===== src/rtl/rle_pkg.sv =====
// Shared types and constants for the RLE encoder/decoder kernels.
package rle_pkg;

  typedef enum logic [1:0] {
    S_VAL  = 2'd0,
    S_CNT  = 2'd1,
    S_EMIT = 2'd2
  } rle_state_e;

  // Position of each word within a (value, count) token.
  localparam int unsigned RLE_TOK_VAL = 0;
  localparam int unsigned RLE_TOK_CNT = 1;

  localparam int unsigned RLE_WIDTH     = 16;
  localparam int unsigned RLE_CNT_WIDTH = 16;

endpackage


===== src/rtl/kernel_rle_decode_if.sv =====
// S1 read / S2 write FIFO handshake shared by the streaming kernels.
interface kernel_rle_decode_if
  import rle_pkg::*;
#(
  parameter int unsigned WIDTH = RLE_WIDTH
) ();

  logic [WIDTH-1:0] input_S1;
  logic             avail_S1;
  logic             read_S1;
  logic [WIDTH-1:0] output_S2;
  logic             write_S2;
  logic             afull_S2;

  // Kernel side.
  modport master (
    input  input_S1, avail_S1, afull_S2,
    output read_S1, output_S2, write_S2
  );

  // FIFO side.
  modport slave (
    output input_S1, avail_S1, afull_S2,
    input  read_S1, output_S2, write_S2
  );

endinterface


===== src/rtl/rle_run_counter.sv =====
// Loadable down-counter tracking how many copies of the current run remain.
module rle_run_counter #(
  parameter int unsigned CNT_WIDTH = 16
) (
  input  logic                 clk,
  input  logic                 rst,
  input  logic                 load,
  input  logic                 dec,
  input  logic [CNT_WIDTH-1:0] load_val,
  output logic [CNT_WIDTH-1:0] count,
  output logic                 last
);

  logic [CNT_WIDTH-1:0] rem_q;

  always_ff @(posedge clk or negedge rst) begin
    if (!rst) begin
      rem_q <= '0;
    end else if (load) begin
      rem_q <= load_val;
    end else if (dec) begin
      rem_q <= rem_q - 1'b1;
    end
  end

  assign count = rem_q;
  assign last  = (rem_q == {{(CNT_WIDTH-1){1'b0}}, 1'b1});

endmodule


===== src/rtl/kernel_rle_decode.sv =====
// Run-length decoder: expands (value, count) token pairs into count copies of value.
module kernel_rle_decode
  import rle_pkg::*;
#(
  parameter int unsigned WIDTH     = RLE_WIDTH,
  parameter int unsigned CNT_WIDTH = RLE_CNT_WIDTH
) (
  input  logic                      clk,
  input  logic                      rst,
  kernel_rle_decode_if.master       bus,
  output logic [15:0]               zero_runs,
  output logic                      busy
);

  rle_state_e           state_q;
  logic [WIDTH-1:0]     val_q;
  logic [15:0]          zero_runs_q;
  logic [CNT_WIDTH-1:0] cnt_in;
  logic [CNT_WIDTH-1:0] rem;
  logic                 rem_last;
  logic                 cnt_zero;
  logic                 run_load;

  // Upper bits of the count word are deliberately ignored.
  assign cnt_in   = bus.input_S1[CNT_WIDTH-1:0];
  assign cnt_zero = (cnt_in == '0);

  always_comb begin
    bus.read_S1  = 1'b0;
    bus.write_S2 = 1'b0;
    unique case (state_q)
      S_VAL, S_CNT: bus.read_S1  = bus.avail_S1;
      S_EMIT:       bus.write_S2 = !bus.afull_S2;
      default:      ;
    endcase
  end

  assign run_load      = (state_q == S_CNT) && bus.avail_S1 && !cnt_zero;
  assign bus.output_S2 = val_q;
  assign zero_runs     = zero_runs_q;
  assign busy          = (state_q != S_VAL);

  rle_run_counter #(
    .CNT_WIDTH (CNT_WIDTH)
  ) u_run_counter (
    .clk      (clk),
    .rst      (rst),
    .load     (run_load),
    .dec      (bus.write_S2),
    .load_val (cnt_in),
    .count    (rem),
    .last     (rem_last)
  );

  always_ff @(posedge clk or negedge rst) begin
    if (!rst) begin
      state_q     <= S_VAL;
      val_q       <= '0;
      zero_runs_q <= '0;
    end else begin
      unique case (state_q)
        S_VAL: begin
          if (bus.avail_S1) begin
            val_q   <= bus.input_S1;
            state_q <= S_CNT;
          end
        end
        S_CNT: begin
          if (bus.avail_S1) begin
            if (cnt_zero) begin
              if (zero_runs_q != 16'hFFFF) begin
                zero_runs_q <= zero_runs_q + 16'd1;
              end
              state_q <= S_VAL;
            end else begin
              state_q <= S_EMIT;
            end
          end
        end
        S_EMIT: begin
          if (!bus.afull_S2 && rem_last) begin
            state_q <= S_VAL;
          end
        end
        default: state_q <= S_VAL;
      endcase
    end
  end

  // rem is only observed through rem_last.
  logic unused_rem;
  assign unused_rem = ^rem;

endmodule


===== src/flat_wrapper.sv =====
// flat-port wrapper written by rule: the top's interface ports become plain ports
module kernel_rle_decode_flat import rle_pkg::*;
#(
  parameter int unsigned WIDTH     = RLE_WIDTH,
  parameter int unsigned CNT_WIDTH = RLE_CNT_WIDTH
)
  (clk, rst, zero_runs, busy, bus_input_S1, bus_avail_S1, bus_afull_S2, bus_read_S1, bus_output_S2, bus_write_S2);
  kernel_rle_decode_if #(.WIDTH(WIDTH)) bus_i ();
  input  logic clk;
  input  logic rst;
  output logic [15:0] zero_runs;
  output logic busy;
  input wire logic [$bits(bus_i.input_S1)-1:0] bus_input_S1;
  input wire logic [$bits(bus_i.avail_S1)-1:0] bus_avail_S1;
  input wire logic [$bits(bus_i.afull_S2)-1:0] bus_afull_S2;
  output wire logic [$bits(bus_i.read_S1)-1:0] bus_read_S1;
  output wire logic [$bits(bus_i.output_S2)-1:0] bus_output_S2;
  output wire logic [$bits(bus_i.write_S2)-1:0] bus_write_S2;
  assign bus_i.input_S1 = bus_input_S1;
  assign bus_i.avail_S1 = bus_avail_S1;
  assign bus_i.afull_S2 = bus_afull_S2;
  assign bus_read_S1 = bus_i.read_S1;
  assign bus_output_S2 = bus_i.output_S2;
  assign bus_write_S2 = bus_i.write_S2;
  kernel_rle_decode #(.WIDTH(WIDTH), .CNT_WIDTH(CNT_WIDTH)) u_core (.clk(clk), .rst(rst), .bus(bus_i), .zero_runs(zero_runs), .busy(busy));
endmodule

===== config.mk =====
export PLATFORM = sky130hd
export DESIGN_NAME = kernel_rle_decode_flat
export DESIGN_NICKNAME = d
export VERILOG_FILES = /design/src/rtl/rle_pkg.sv /design/src/rtl/kernel_rle_decode_if.sv /design/src/rtl/rle_run_counter.sv /design/src/rtl/kernel_rle_decode.sv /design/src/flat_wrapper.sv
export SDC_FILE = /design/constraint.sdc
export NUM_CORES = 1
export LEC_CHECK = 0
export BUFFER_PORTS_ARGS = -buffer_cell sky130_fd_sc_hd__buf_2
export CAP_MARGIN = 20
export CORE_ASPECT_RATIO = 1.5
export CORE_MARGIN = 3
export CORE_UTILIZATION = 49
export CTS_CLUSTER_DIAMETER = 80
export DETAILED_ROUTE_END_ITERATION = 16
export GPL_ROUTABILITY_DRIVEN = 0
export PLACE_DENSITY_LB_ADDON = 0.3
export SLEW_MARGIN = 40
export SYNTH_ARGS = -nofsm -noshare
export SYNTH_HDL_FRONTEND = slang
export SYNTH_HIERARCHICAL = 1
export SYNTH_SLANG_ARGS = --single-unit

===== constraint.sdc =====
create_clock -name clk -period 2.23 [get_ports clk]
set_input_delay 0.1115 -clock clk [delete_from_list [all_inputs] [get_ports clk]]
set_output_delay 0.1115 -clock clk [all_outputs]
set_load 0.01 [all_outputs]

# --- Yosys cells after proc, flatten, opt, wreduce, memory -nomap -nowiden ---
# Cells that the tools add are included.
word_totals:
  output_inout_bits: 35
  ff_bits: 50
  inputBits: 20
classes:
  reduce_logical: 13
  mux: 9
  eq_ne: 7
  n_addsub: 2
op_table:
  columns: ["cell", "n"]
  rows:
  - ["16-bit 2-to-1 mux", 2]
  - ["16-bit by 1-bit adder with 16-bit output (second input constant)", 1]
  - ["16-bit by 1-bit equality test with 1-bit output (second input constant)", 1]
  - ["16-bit logical NOT", 1]
  - ["16-bit != test (second input constant)", 1]
  - ["16-bit by 1-bit subtractor with 16-bit output (second input constant)", 1]
  - ["2-bit 2-to-1 mux", 4]
  - ["2-bit one-hot mux with 3 select lines", 1]
  - ["2-bit != test (second input constant)", 2]
  - ["4-bit AND reduction", 1]
  - ["2-bit nonzero test", 2]
  - ["1-bit logical AND", 3]
  - ["3-bit AND reduction", 1]
  - ["2-bit by 1-bit equality test with 1-bit output (second input constant)", 1]
  - ["2-bit equality test (second input constant)", 1]
  - ["1-bit logical NOT", 2]
  - ["2-bit logical NOT", 1]
  - ["1-bit 2-to-1 mux", 2]
  - ["2-bit by 1-bit != test with 1-bit output (second input constant)", 1]
  - ["2-bit AND reduction", 1]
  - ["2-bit OR reduction", 1]

# --- Longest topological paths before layout ---
depth:
  depth_word: 4
  depth_mapped: 8

# --- Cells and area by module ---
# Netlist, hierarchy kept.
by_module_without_submodules:
  columns: ["mod", "cells_per_inst", "area_each_um2", "instances"]
  rows:
  - ["kernel_rle_decode", 122, 1610.3, 1]
  - ["rle_run_counter", 101, 920.9, 1]

# --- Worst setup path before layout ---
# OpenSTA, ideal clock, no wires.
synth_path:
  kind: "reg-to-reg"
  start: "register u_core.state_q[0]"
  end: "register u_core.u_run_counter.rem_q[15], in the netlist u_core/u_run_counter/count[15]"
  t_arrival_ns: 2.400
  slack_ns: -0.294
  n_path_buf: 1
  path_stages_with_launch: 6
  setup_time_ns: 0.124
  synth_period_minus_slack_ns: 2.524
  path_cell_list: "dfrtp_1 -> nor3b_1 -> or4b_2 -> clkbuf_1 -> o31a_1 -> o31a_1"
synth_lines:
  columns: ["element", "line_no", "text"]
  rows:
  - ["from (decl)", "kernel_rle_decode.sv:15", "rle_state_e state_q;"]
  - ["from (signal assigned)", "kernel_rle_decode.sv:57", "state_q <= S_VAL;"]
  - ["from (signal assigned)", "kernel_rle_decode.sv:65", "state_q <= S_CNT;"]
  - ["from (signal assigned)", "kernel_rle_decode.sv:74", "state_q <= S_VAL;"]
  - ["2-bit equality test", "kernel_rle_decode.sv:31", "unique case (state_q)"]
  - ["1-bit 2-to-1 mux", "kernel_rle_decode.sv:31", null]
  - ["via bus_write_S2", "flat_wrapper.sv:18", "output wire logic [$bits(bus_i.write_S2)-1:0] bus_write_S2;"]
  - ["2-bit nonzero test (no source line)", null, null]
  - ["to (signal assigned)", "rle_run_counter.sv:20", "rem_q <= load_val;"]
  - ["to (signal assigned)", "rle_run_counter.sv:22", "rem_q <= rem_q - 1'b1;"]
  - ["to (decl)", "rle_run_counter.sv:14", "logic [CNT_WIDTH-1:0] rem_q;"]
# The timed path passes the listed nets, and every way through them passes these cells.
# A chain may end at the register's enable or synchronous reset.

# --- Worst setup path after layout ---
layout_path:
  start: "register u_core.u_run_counter.rem_q[11], in the netlist u_core/u_run_counter/count[11]"
  end: "register u_core.u_run_counter.rem_q[15], in the netlist u_core/u_run_counter/count[15]"
layout_between:
  elab_chain_len: 3
layout_rtl:
  columns: ["element", "line_no", "text"]
  rows:
  - ["16-bit by 1-bit subtractor with 16-bit output", "rle_run_counter.sv:22", null]
  - ["16-bit 2-to-1 mux", "rle_run_counter.sv:21", "end else if (dec) begin"]
  - ["16-bit 2-to-1 mux", "rle_run_counter.sv:19", "end else if (load) begin"]
# No other way between the ends. The select of a mux whose other input is x is not followed.

==> flow_summary.toml <==
[outcome]
status = "complete, no violations"

[yosys]
synth.most_common_cell = "dfrtp_1"
synth_area_leaders = "dfrtp_1 49%, mux2_2 7.1%, xnor2_1 6.9%"
ys.flop_type = "dfrtp_1"
synth-seq-cells = 50
synth_edf_count = 0
syn_nets = 246
synthArstFlopShare_pct = 100.0
yosys.area.top_type = "dfrtp_1"
synth_area_mm2 = 0.002531
synthCells = 223
synth_seq_area_share_pct = 49.43
synth.avg_cell_area_um2 = 11.35
synthTopCellsByCount = "50 x dfrtp_1, 21 x nand2_1, 20 x xnor2_1"
ys_warn_count = 6
netlist.area_leader.share_pct = 49.43
yosysUniqueCellTypes = 39

[floorplanning]
start_util_pct = 51.38
die_h_um = 94.03
fp-row-count = 31
coreArea_mm2 = 0.004926
die_x_um = 64.69
io_pins = 55
dieArea_mm2 = 0.006082

[cts]
post_cts_resized = 0
cts_root_buffer = "clkbuf_8"
clockBufferDepth = 2
cts_tree = "built"
worstSkewPairLatency_ns = 0.30
cts_inserted_buffers = 5
cts_max_level = 2
clock-sinks = 50
clk_pin_slew_worst_paths_ns = 0.09

[finish]
multi_input_area_mm2 = 0.001245
drive_above_1_share_pct = 35.07
n_antenna_cell = 0
fillers = 444
area_delta_synth_final_pct = 20.37
fin_area_mm2 = 0.003047
seq_area_mm2 = 0.001251
stdcell_count = 354
nNetsFinal = 310

[timing]
max_freq_mhz = 477.6
finClkSkew_ns = 0.003361
rsz0062_at_grt = "no"
post-route-period-util_pct = 93.90
min_period_ns = 2.094
relSlewSlack_pct = 66.46
setup_viol = 0
drv_slew = 0
finalSetupTns_ns = 0
final-hold-violation-count = 0
worst_slew_pin_slew_ns = 0.4985

[route]
ant_nets = 0
vias = 1970
drtIter0Drc = 85
first_pass_iters = 4
wire_per_inst_um = 16.08
drcViolationCount = 0
avgViaCountPerCell = 5.565
drt-total-wl_mm = 5.691

[power_and_ir_drop]
p_total_mw = 3.126
leakage_nw = 1.356
ir_drop_v = 0.0003660
powerDensity_mw_per_mm2 = 1026

[setup_path]
slowest_stage = "or4_1"
cpPeakStageDelay_ns = 0.55
crit_cells = 4
worstSetupPathType = "register to register"
crit_fanout = 4
reg2reg_depth = 4
path_cells = "or4_1 -> or4_4 -> o31a_1 -> o31a_1"
arrival_ns = 2.29
path_buf_inv = 0
start_kind = "register"
path_delay_family = "simple AND/OR/NAND/NOR gates"
crit_path_frequent_cell = "o31a_1"
end_kind = "register"
crit_required_ns = 2.42

[global_route]
antenna_found_initial = 0
grt_start_max_net_pins = 41
track_usage_pct = 20.10
first_global_vias = 1981
grt_remaining_overflow = 0
grt_first_pass_wirelength_mm = 9.239

[worst_hold_path]
hold_class = "primary input to register"
hold_path_depth = 3

[place]
hpwl_mm = 4.214
place_area_mm2 = 0.002945
io_buffers = 54
dp.cells = 345

[flow_run]
max-cap-violations = 0
==> power by group <==
part	switching, mW	internal (mW)	leakage, nW
combinational	0.554	0.572	0.674
clock	0.297	0.251	0.0482
sequential	0.242	1.21	0.634
==> per-layer routing <==
| metal | global-route usage (%) | up-vias | routed length [µm] |
|---|---|---|---|
| met5 | 0 | - | 0 |
| met4 | 9.700 | 0 | 150 |
| met3 | 3.832 | 12 | 246 |
| met2 | 36.29 | 58 | 2986 |
| met1 | 22.27 | 964 | 2306 |
| li1 | - | 936 | - |
==> final timing paths <==
kind                                                                  from                                         end  slack, ns
worst max register to register  u_core/u_run_counter/count[11]$_DFFE_PN0P_  u_core/u_run_counter/count[15]$_DFFE_PN0P_       0.14
max in group asynchronous                                              rst         u_core/bus.output_S2[5]$_DFFE_PN0P_       1.43
min in group asynchronous                                              rst             u_core/zero_runs[9]$_DFFE_PN0P_       0.31
worst min-delay path                                          bus_avail_S1               u_core/state_q[0]$_DFFE_PN0P_       0.07
worst max-delay path            u_core/u_run_counter/count[11]$_DFFE_PN0P_  u_core/u_run_counter/count[15]$_DFFE_PN0P_       0.14
worst min register to register            u_core/zero_runs[11]$_DFFE_PN0P_            u_core/zero_runs[11]$_DFFE_PN0P_       0.49
==> per-stage QoR <==
step	hold slack [ns]	worst slack (ns)	utilization, %
2_1_floorplan	-0.1841	0.04972	-
3_3_place_gp	0.2890	0.1983	59.74
3_5_place_dp	0.1189	0.1492	59.79
4_1_cts	0.06674	0.1332	61.85
5_1_grt	0.07401	0.06335	61.85
6_report	0.06899	0.1361	61.85
==> flip-flops by register name, indices dropped and copies added, names as in the netlist <==
register and flops:
u_core/bus.output_S2 16, u_core/state_q 2, u_core/u_run_counter/count 16, u_core/zero_runs 16
==> cell type report <==
| type | count | share of cell area [%] |
|---|---|---|
| clock inverter | 1 | 0.1643 |
| multi-input combinational | 161 | 40.86 |
| timing repair buffer | 66 | 11.99 |
| inverter | 3 | 0.3696 |
| tap | 66 | 2.710 |
| sequential | 50 | 41.07 |
| clock buffer | 7 | 2.834 |
==> cells by family after synthesis <==
logic type	after synthesis	share of synthesized area, %
buf+inv	12	1.928
compound gates	24	5.883
xor+xnor	25	8.651
simple gates	92	25.06
flops	50	49.43
fa+ha+maj	3	1.483
mux	17	7.563
==> repair_timing <==
| action | 4_1_cts | 5_1_grt |
|---|---|---|
| setup buffers | 0 | 0 |
| endpoints found under the hold margin | 38 | 0 |
| hold buffers | 1 | 0 |
| endpoints found under the setup margin | 0 | 0 |
==> cell usage in the layout, fill, tap and decap left out, drive strengths merged, types with 4 or more instances in the layout <==
cell type  count
and4           4
and3           4
nor3           6
nor2b          4
nor2           5
nand2         21
nor4          11
clkbuf         7
o21ai         14
xnor2         20
nand4          9
xor2           5
mux2          17
buf           65
nand3         10
nor3b          4
dfrtp         50
==> worst reg2reg max path: cells and delay by family, from the launching register on <==
| kind | cells | cell delay, ns |
|---|---|---|
| AO/OA/AOI/OAI | 2 | 0.58 |
| AND/OR/NAND/NOR | 2 | 1.00 |
| flip-flops | 1 | 0.42 |
Note: power is estimated with default switching activity, not from simulation.
